$ cat src/rtl/mips_ctrl_pkg.sv
// ---------------------------------------------------------------------------
// Module : mips_ctrl_pkg
// Brief  : Shared state, opcode, funct and ALU control encodings for the
//          multicycle MIPS control unit.
// Rev    : 1.0
// ---------------------------------------------------------------------------
`default_nettype none

package mips_ctrl_pkg;

   typedef enum logic [3:0] {
      FETCH   = 4'd0,
      DECODE  = 4'd1,
      MEMADR  = 4'd2,
      MEMRD   = 4'd3,
      MEMWB   = 4'd4,
      MEMWR   = 4'd5,
      RTYPEEX = 4'd6,
      RTYPEWB = 4'd7,
      BEQEX   = 4'd8,
      ADDIEX  = 4'd9,
      ADDIWB  = 4'd10,
      JEX     = 4'd11
   } state_t;

   localparam logic [5:0] OP_LW    = 6'b100011;
   localparam logic [5:0] OP_SW    = 6'b101011;
   localparam logic [5:0] OP_RTYPE = 6'b000000;
   localparam logic [5:0] OP_BEQ   = 6'b000100;
   localparam logic [5:0] OP_ADDI  = 6'b001000;
   localparam logic [5:0] OP_J     = 6'b000010;

   localparam logic [5:0] FUNCT_ADD = 6'b100000;
   localparam logic [5:0] FUNCT_SUB = 6'b100010;
   localparam logic [5:0] FUNCT_AND = 6'b100100;
   localparam logic [5:0] FUNCT_OR  = 6'b100101;
   localparam logic [5:0] FUNCT_SLT = 6'b101010;

   localparam logic [2:0] ALU_ADD = 3'b010;
   localparam logic [2:0] ALU_SUB = 3'b110;
   localparam logic [2:0] ALU_AND = 3'b000;
   localparam logic [2:0] ALU_OR  = 3'b001;
   localparam logic [2:0] ALU_SLT = 3'b111;

   localparam logic [1:0] ALUOP_ADD   = 2'b00;
   localparam logic [1:0] ALUOP_SUB   = 2'b01;
   localparam logic [1:0] ALUOP_FUNCT = 2'b10;

endpackage

`default_nettype wire

$ cat src/rtl/multicycle_control_unit_alu_decoder.sv
// ---------------------------------------------------------------------------
// Module : alu_decoder
// Brief  : Maps the FSM alu_op and the R-type funct field to alu_control.
// Rev    : 1.0
// ---------------------------------------------------------------------------
`default_nettype none

module alu_decoder
   import mips_ctrl_pkg::*;
#(
   parameter int FUNCT_W = 6
) (
   input  logic [FUNCT_W-1:0] funct,
   input  logic [1:0]         alu_op,
   output logic [2:0]         alu_control
);

   always_comb begin
      alu_control = ALU_ADD;
      case (alu_op)
         ALUOP_SUB: alu_control = ALU_SUB;
         ALUOP_FUNCT: begin
            // Unknown funct codes quietly fall back to add.
            case (funct)
               FUNCT_ADD: alu_control = ALU_ADD;
               FUNCT_SUB: alu_control = ALU_SUB;
               FUNCT_AND: alu_control = ALU_AND;
               FUNCT_OR:  alu_control = ALU_OR;
               FUNCT_SLT: alu_control = ALU_SLT;
               default:   alu_control = ALU_ADD;
            endcase
         end
         default: alu_control = ALU_ADD;
      endcase
   end

endmodule

`default_nettype wire

$ cat src/rtl/multicycle_control_unit.sv
// ---------------------------------------------------------------------------
// Module : multicycle_control_unit
// Brief  : Control FSM of the multicycle MIPS core (lw, sw, R-type, beq,
//          addi, j). Outputs are decoded from the current state.
// Rev    : 1.0
// ---------------------------------------------------------------------------
`default_nettype none

module multicycle_control_unit
   import mips_ctrl_pkg::*;
#(
   parameter int OP_W    = 6,
   parameter int FUNCT_W = 6
) (
   input  logic               clk,
   input  logic               reset,
   input  logic [OP_W-1:0]    opcode,
   input  logic [FUNCT_W-1:0] funct,
   input  logic               zero,
   input  logic               mem_ready,
   output logic               pc_en,
   output logic               iord,
   output logic               mem_write,
   output logic               ir_write,
   output logic               reg_dst,
   output logic               mem_to_reg,
   output logic               reg_write,
   output logic               alu_src_a,
   output logic [1:0]         alu_src_b,
   output logic [1:0]         pc_src,
   output logic [2:0]         alu_control,
   output logic               instr_done,
   output logic               illegal
);

   state_t     state_q;
   state_t     state_d;
   logic [1:0] alu_op;
   logic       pc_write;
   logic       branch;

   always_ff @(posedge clk) begin
      if (reset) state_q <= FETCH;
      else       state_q <= state_d;
   end

   always_comb begin
      state_d = state_q;
      case (state_q)
         FETCH:   if (mem_ready) state_d = DECODE;
         DECODE: begin
            case (opcode)
               OP_LW, OP_SW: state_d = MEMADR;
               OP_RTYPE:     state_d = RTYPEEX;
               OP_BEQ:       state_d = BEQEX;
               OP_ADDI:      state_d = ADDIEX;
               OP_J:         state_d = JEX;
               default:      state_d = FETCH;
            endcase
         end
         MEMADR:  state_d = (opcode == OP_LW) ? MEMRD : MEMWR;
         MEMRD:   if (mem_ready) state_d = MEMWB;
         MEMWR:   if (mem_ready) state_d = FETCH;
         RTYPEEX: state_d = RTYPEWB;
         ADDIEX:  state_d = ADDIWB;
         default: state_d = FETCH;
      endcase
   end

   always_comb begin
      pc_write   = 1'b0;
      branch     = 1'b0;
      iord       = 1'b0;
      mem_write  = 1'b0;
      ir_write   = 1'b0;
      reg_dst    = 1'b0;
      mem_to_reg = 1'b0;
      reg_write  = 1'b0;
      alu_src_a  = 1'b0;
      alu_src_b  = 2'b00;
      pc_src     = 2'b00;
      alu_op     = ALUOP_ADD;
      instr_done = 1'b0;
      illegal    = 1'b0;
      case (state_q)
         FETCH: begin
            alu_src_b = 2'b01;
            ir_write  = mem_ready;
            pc_write  = mem_ready;
         end
         DECODE: begin
            alu_src_b = 2'b11;
            case (opcode)
               OP_LW, OP_SW, OP_RTYPE, OP_BEQ, OP_ADDI, OP_J: illegal = 1'b0;
               default: illegal = 1'b1;
            endcase
         end
         MEMADR, ADDIEX: begin
            alu_src_a = 1'b1;
            alu_src_b = 2'b10;
         end
         MEMRD: iord = 1'b1;
         MEMWB: begin
            mem_to_reg = 1'b1;
            reg_write  = 1'b1;
            instr_done = 1'b1;
         end
         MEMWR: begin
            iord       = 1'b1;
            mem_write  = 1'b1;
            instr_done = mem_ready;
         end
         RTYPEEX: begin
            alu_src_a = 1'b1;
            alu_op    = ALUOP_FUNCT;
         end
         RTYPEWB: begin
            reg_dst    = 1'b1;
            reg_write  = 1'b1;
            instr_done = 1'b1;
         end
         BEQEX: begin
            alu_src_a  = 1'b1;
            alu_op     = ALUOP_SUB;
            pc_src     = 2'b01;
            branch     = 1'b1;
            instr_done = 1'b1;
         end
         ADDIWB: begin
            reg_write  = 1'b1;
            instr_done = 1'b1;
         end
         JEX: begin
            pc_src     = 2'b10;
            pc_write   = 1'b1;
            instr_done = 1'b1;
         end
         default: ;
      endcase
      pc_en = pc_write | (branch & zero);
      // Reset suppresses every side effect of the state being aborted.
      if (reset) begin
         pc_en      = 1'b0;
         ir_write   = 1'b0;
         mem_write  = 1'b0;
         reg_write  = 1'b0;
         instr_done = 1'b0;
         illegal    = 1'b0;
      end
   end

   alu_decoder #(
      .FUNCT_W (FUNCT_W)
   ) u_alu_decoder (
      .funct       (funct),
      .alu_op      (alu_op),
      .alu_control (alu_control)
   );

endmodule

`default_nettype wire
$ cat config.mk
export PLATFORM = sky130hd
export DESIGN_NAME = multicycle_control_unit
export DESIGN_NICKNAME = d
export VERILOG_FILES = /design/src/rtl/mips_ctrl_pkg.sv /design/src/rtl/multicycle_control_unit_alu_decoder.sv /design/src/rtl/multicycle_control_unit.sv
export SDC_FILE = /design/constraint.sdc
export NUM_CORES = 1
export LEC_CHECK = 0
export CORE_MARGIN = 2
export CORE_UTILIZATION = 35
export CTS_CLUSTER_SIZE = 12
export DETAILED_ROUTE_END_ITERATION = 10
export GPL_ROUTABILITY_DRIVEN = 0
export PLACE_DENSITY_LB_ADDON = 0.2
export SETUP_SLACK_MARGIN = 0.15
export SLEW_MARGIN = 0
export SYNTH_ARGS = -nofsm -noshare
export SYNTH_HDL_FRONTEND = slang
export SYNTH_SLANG_ARGS = --single-unit
$ cat constraint.sdc
create_clock -name clk -period 1.5 [get_ports clk]
set_input_delay 0.15 -clock clk [delete_from_list [all_inputs] [get_ports clk]]
set_output_delay 0.15 -clock clk [all_outputs]
set_load 0.01 [all_outputs]
==> results of run 1 <==
-- synth_stat cells --
| master | count |
|---|---|
| sky130_fd_sc_hd__nor2_1 | 10 |
| sky130_fd_sc_hd__nor3_1 | 10 |
| sky130_fd_sc_hd__a21oi_1 | 7 |
| sky130_fd_sc_hd__nand2b_1 | 7 |
| sky130_fd_sc_hd__nand2_1 | 6 |
| sky130_fd_sc_hd__buf_2 | 5 |
| sky130_fd_sc_hd__inv_1 | 5 |
| sky130_fd_sc_hd__o21ai_0 | 5 |
| sky130_fd_sc_hd__dfxtp_1 | 4 |
| sky130_fd_sc_hd__mux2i_1 | 4 |
| sky130_fd_sc_hd__a31oi_1 | 3 |
| sky130_fd_sc_hd__ha_1 | 3 |
| sky130_fd_sc_hd__nand3_1 | 3 |
| sky130_fd_sc_hd__a211oi_1 | 2 |
| sky130_fd_sc_hd__and3_1 | 2 |
| sky130_fd_sc_hd__clkbuf_1 | 2 |
| sky130_fd_sc_hd__nand3b_1 | 2 |
| sky130_fd_sc_hd__o2bb2ai_1 | 2 |
| sky130_fd_sc_hd__xor2_1 | 2 |
| sky130_fd_sc_hd__nand4_1 | 1 |
| sky130_fd_sc_hd__nand4b_1 | 1 |
| sky130_fd_sc_hd__nor2b_1 | 1 |
| sky130_fd_sc_hd__nor3_2 | 1 |
| sky130_fd_sc_hd__nor3_4 | 1 |
| sky130_fd_sc_hd__nor3b_1 | 1 |
| sky130_fd_sc_hd__nor4_1 | 1 |
| sky130_fd_sc_hd__nor4b_1 | 1 |
| sky130_fd_sc_hd__o211a_1 | 1 |
| sky130_fd_sc_hd__o21a_1 | 1 |
| sky130_fd_sc_hd__o31ai_1 | 1 |
| sky130_fd_sc_hd__o41ai_1 | 1 |
| sky130_fd_sc_hd__or3_1 | 1 |
| sky130_fd_sc_hd__or4_1 | 1 |
| sky130_fd_sc_hd__or4_4 | 1 |
-- through the flow --
step | std cells | util [%]
2_1_floorplan | 99 | -
3_3_place_gp | 185 | 73.6
3_5_place_dp | 185 | 73.6
4_1_cts | 195 | 83.9
-- logic make-up after synthesis --
group                    share of synthesized area [%]
flip-flops                                        12.1
multiplexers                                      6.04
adder cells (fa/ha/maj)                           5.66
AO/OA/AOI/OAI                                     21.9
AND/OR/NAND/NOR                                   44.0
XOR/XNOR                                          2.64
buffers and inverters                             7.74
-- what timing repair did --
item | 4_1_cts
pin swaps | 14
gates resized for setup | 112
cloned | 1
setup endpoints to repair | 20
buffers inserted | 6
==> qor.txt, run 1 <==
=====================================================================================
Synthesized area per cell ..............................................     6.70 µm²
Floorplan row count ....................................................           15
Hold buffer count at cts ...............................................            0
Initial core utilization ...............................................        38.0%
Pin count of the biggest net entering global routing ...................           12
Count of clock tree sinks ..............................................            4
Synthesized netlist net count ..........................................          118
Max Buffers Root-to-Sink ...............................................            2
Number of register bits inferred by synthesis ..........................            4
Num ports ..............................................................           33
Netlist area before placement ..........................................      663 µm²
Tool Error ............................................................. [ERROR DPL-0033] detailed placement checks failed during check placement.
Endpoint with the least setup slack after the last global-route repair . alu_control[2]
Unique cell type count in the Yosys netlist ............................           34
Clock buffers created by TritonCTS .....................................            3
Part of the Yosys area used for sequential elements ....................        12.1%
Outcome ................................................................ stopped before the end
Number of antenna violations at the first check in global routing ......            0
Pin type at the end of the worst path ..................................  output port
Warning count from the yosys run .......................................            0
Cell area after placement ..............................................  0.00128 mm²
Floorplan die width ....................................................      47.5 µm
Port-buffer cells ......................................................           32
Most area-consuming cells after synthesis .............................. sky130_fd_sc_hd__dfxtp_1, sky130_fd_sc_hd__nor3_1, sky130_fd_sc_hd__nand2b_1, sky130_fd_sc_hd__mux2i_1, sky130_fd_sc_hd__ha_1
Cell type with the highest aggregate area in the netlist ............... sky130_fd_sc_hd__dfxtp_1
Stopping stage ......................................................... global routing (5_1_grt)
Pre-CTS setup slack ....................................................      -628 ps
H-tree depth ...........................................................            1
Final HPWL from detailed placement .....................................      1920 µm
Root Buffer ............................................................ sky130_fd_sc_hd__clkbuf_4
Die Y ..................................................................      47.5 µm
Post-synthesis instance total ..........................................           99
Proportion of netlist area held by the largest area contributor ........        12.1%
=====================================================================================
==> run 2: changes to the inputs <==
CORE_AREA = 2 2 63 65   (was unset)
CORE_MARGIN = unset   (was 2)
CORE_UTILIZATION = unset   (was 35)
CTS_CLUSTER_SIZE = unset   (was 12)
DIE_AREA = 0 0 65 67   (was unset)
PLACE_DENSITY_LB_ADDON = 0.15   (was 0.2)
SETUP_SLACK_MARGIN = unset   (was 0.15)
clock period = 1.95 ns   (was 1.5 ns; I/O delays follow)
==> run 2 against run 1 <==
Against the previous run:
- the run now ends clean
- synthesized cell count did not move
- area after synthesis stayed put
==> qor.txt, run 2 <==
================================================================================
Outcome ........................................................... complete, no violations
Critical path launch point type ...................................     register
Port-buffer cells .................................................           32
Startpoint of the most critical register-to-register path .........   state_q[2]
Hold buffer count at cts ..........................................            0
Synthesized area per cell .........................................     6.70 µm²
Clock transition at the registers of the reported paths ...........        40 ps
Initial detailed-routing violation count ..........................           33
Warning count from the yosys run ..................................            0
Total length of routed wires ......................................      2430 µm
Highest-count cells in the layout ignoring fill and taps .......... sky130_fd_sc_hd__buf_4, sky130_fd_sc_hd__clkdlybuf4s50_1, sky130_fd_sc_hd__nor3_1, sky130_fd_sc_hd__nor2_1
Number of flip-flops in the largest register ......................            4
Cell type with the highest aggregate area in the netlist .......... sky130_fd_sc_hd__dfxtp_1
Top register by number of flip-flops ..............................      state_q
Grt ovf ...........................................................            0
Std-Cell Core Area ................................................  0.00361 mm²
Nets ..............................................................          177
Routed WL per cell ................................................      11.9 µm
Clock buffers created by TritonCTS ................................            3
Floorplan row count ...............................................           22
Fraction of the cycle the final worst path needs ..................        97.7%
Area Overhead vs Synth ............................................        97.0%
Number of post-CTS setup repair buffers ...........................            0
Final HPWL from detailed placement ................................      1940 µm
Standby leakage power .............................................     0.609 nW
Post-synth ARST share .............................................           0%
Part of the Yosys area used for sequential elements ...............        12.1%
Setup-failing EPs final ...........................................            0
Die Y .............................................................        67 µm
Most area-consuming cells after synthesis ......................... sky130_fd_sc_hd__dfxtp_1, sky130_fd_sc_hd__nor3_1, sky130_fd_sc_hd__nand2b_1, sky130_fd_sc_hd__mux2i_1, sky130_fd_sc_hd__ha_1
Number of antenna violations at the first check in global routing .            0
Die Area ..........................................................  0.00436 mm²
Ratio of cells with drive above 1 in the final layout .............        30.8%
H-tree depth ......................................................            1
Most frequently used flop master after synthesis .................. sky130_fd_sc_hd__dfxtp_1
RR Endpoint .......................................................   state_q[1]
Worst Hold Class ..................................................      reg2reg
Netlist area before placement .....................................      663 µm²
Synthesized netlist net count .....................................          118
Drt drc ...........................................................            0
Worst reg2reg setup slack .........................................       430 ps
Worst Hold Launch .................................................   state_q[0]
Fmax ..............................................................      525 MHz
Commonest cells post-synth ........................................ sky130_fd_sc_hd__nor2_1, sky130_fd_sc_hd__nor3_1, sky130_fd_sc_hd__a21oi_1, sky130_fd_sc_hd__nand2b_1, sky130_fd_sc_hd__nand2_1
Max-cap check violation count .....................................            0
Wire length of the first global-routing pass ......................      3900 µm
Num ports .........................................................           33
Power density over the cells ......................................   322 mW/mm²
Number of register bits inferred by synthesis .....................            4
Worst slew pin tran ...............................................       377 ps
Nature of the critical path endpoint ..............................  output port
Data required time of the critical path ...........................      1750 ps
Maximum net fanout on the critical path ...........................           12
Initial core utilization ..........................................        18.4%
Total global-route track usage ....................................        11.2%
Overall via count from detail_route ...............................          946
Number of iterations in the first detailed-routing pass ...........            4
Worst min-delay path endpoint .....................................   state_q[3]
Number of vias per cell after detailed routing ....................         4.64
Accumulated negative setup slack ..................................         0 ps
Post-synth EDFFs ..................................................            0
Arr. time, crit path ..............................................      1710 ps
Root Buffer ....................................................... sky130_fd_sc_hd__clkbuf_8
CTS tree ..........................................................         done
Clk Latency, worst-skew pair ......................................       220 ps
Count of clock tree sinks .........................................            4
Floorplan die width ...............................................        65 µm
Final Max Slew Viols ..............................................            0
Antenna viol nets, final ..........................................            0
Vias in the first global route ....................................          920
Pin count of the biggest net entering global routing ..............           16
Leading cell type in the layout, fill and taps excluded ........... sky130_fd_sc_hd__buf_4
Count of endpoints failing hold in the final timing report ........            0
Proportion of netlist area held by the largest area contributor ...        12.1%
Max-slew headroom .................................................        74.6%
Largest registers ................................................. state_q: 4 flops
Sum of internal, switching and leakage power ......................       420 µW
Path type of the worst setup path .................................      reg2out
Post-synthesis instance total .....................................           99
Worst Reg2Reg Path Length in Cells ................................            5
Unrepaired setup endpoints after global routing ...................         true
# diodes ..........................................................            0
Unique cell type count in the Yosys netlist .......................           34
Final setup skew ..................................................      6.02 ps
Tmin final ........................................................      1900 ps
Max Buffers Root-to-Sink ..........................................            2
Worst hold path depth .............................................            2
Worst voltage drop across the vdd grid ............................       241 µV
================================================================================
[run 2: critical path: stages (launching register included)]
cell and delay [ps]:
sky130_fd_sc_hd__dfxtp_1 350, sky130_fd_sc_hd__buf_4 200, sky130_fd_sc_hd__nand2b_1 220, sky130_fd_sc_hd__nor3_2 160
sky130_fd_sc_hd__clkdlybuf4s50_1 560
[run 2: final cells by class]
| class | instances | area, µm² |
|---|---|---|
| Clock buffer | 3 | 41.3 |
| Multi-Input combinational cell | 83 | 573 |
| Tap cell | 48 | 60.1 |
| Timing Repair Buffer | 61 | 532 |
| Inverter | 5 | 18.8 |
| Sequential cell | 4 | 81.3 |
| Fill cell | 399 | 2300 |
[run 2: through the flow]
stage               cells  hold WS [ps]  cell area (µm²)  setup WS, ps  utilization [%]
global placement      201           609             1230          -136             34.1
CTS                   204           644             1280         -58.5             35.6
global route          204           652             1310         -47.1             36.2
finish                204           637             1310          45.5             36.2
detailed placement    201           611             1230          -181             34.1
floorplan              99           366              663          6.38                -
[run 2: cells by family (layout without fill, tap and decap cells)]
logic type	count (synthesis)	count (layout)	synth area share, %
AND/OR/NAND/NOR	51	51	44.0
AO/OA/AOI/OAI	23	23	21.9
buffers and inverters	12	69	7.74
multiplexers	4	4	6.04
flip-flops	4	4	12.1
adder cells (fa/ha/maj)	3	3	5.66
XOR/XNOR	2	2	2.64
[run 2: worst max path at each step]
stage,startpoint,to,cells past startpoint
detailed placement,state_q[3],alu_control[2],6
finish,state_q[1],mem_write,4
global route,state_q[1],mem_write,4
floorplan,state_q[1],alu_control[2],7
CTS,state_q[1],alu_control[2],6
global placement,state_q[1],alu_control[2],6
[run 2: timing repair]
action	in CTS	in global routing
gates resized for setup	16	15
pin swaps	0	0
endpoints found under the setup margin	9	8
[run 2: report_power, final]
group	internal, mW	switching (mW)
sequential	0.0848	0.00296
combinational	0.0844	0.0687
clock	0.132	0.0472
[run 2: layer usage]
| layer | vias up | global-route usage (%) | part of all wire [%] |
|---|---|---|---|
| li1 | 479 | - | - |
| met1 | 432 | 13.1 | 42 |
| met2 | 33 | 21.1 | 51 |
| met3 | 2 | 2.53 | 6.0 |
| met4 | 0 | 1.60 | 0.49 |
| met5 | - | 0 | 0 |
(Power assumes the default switching activity.)
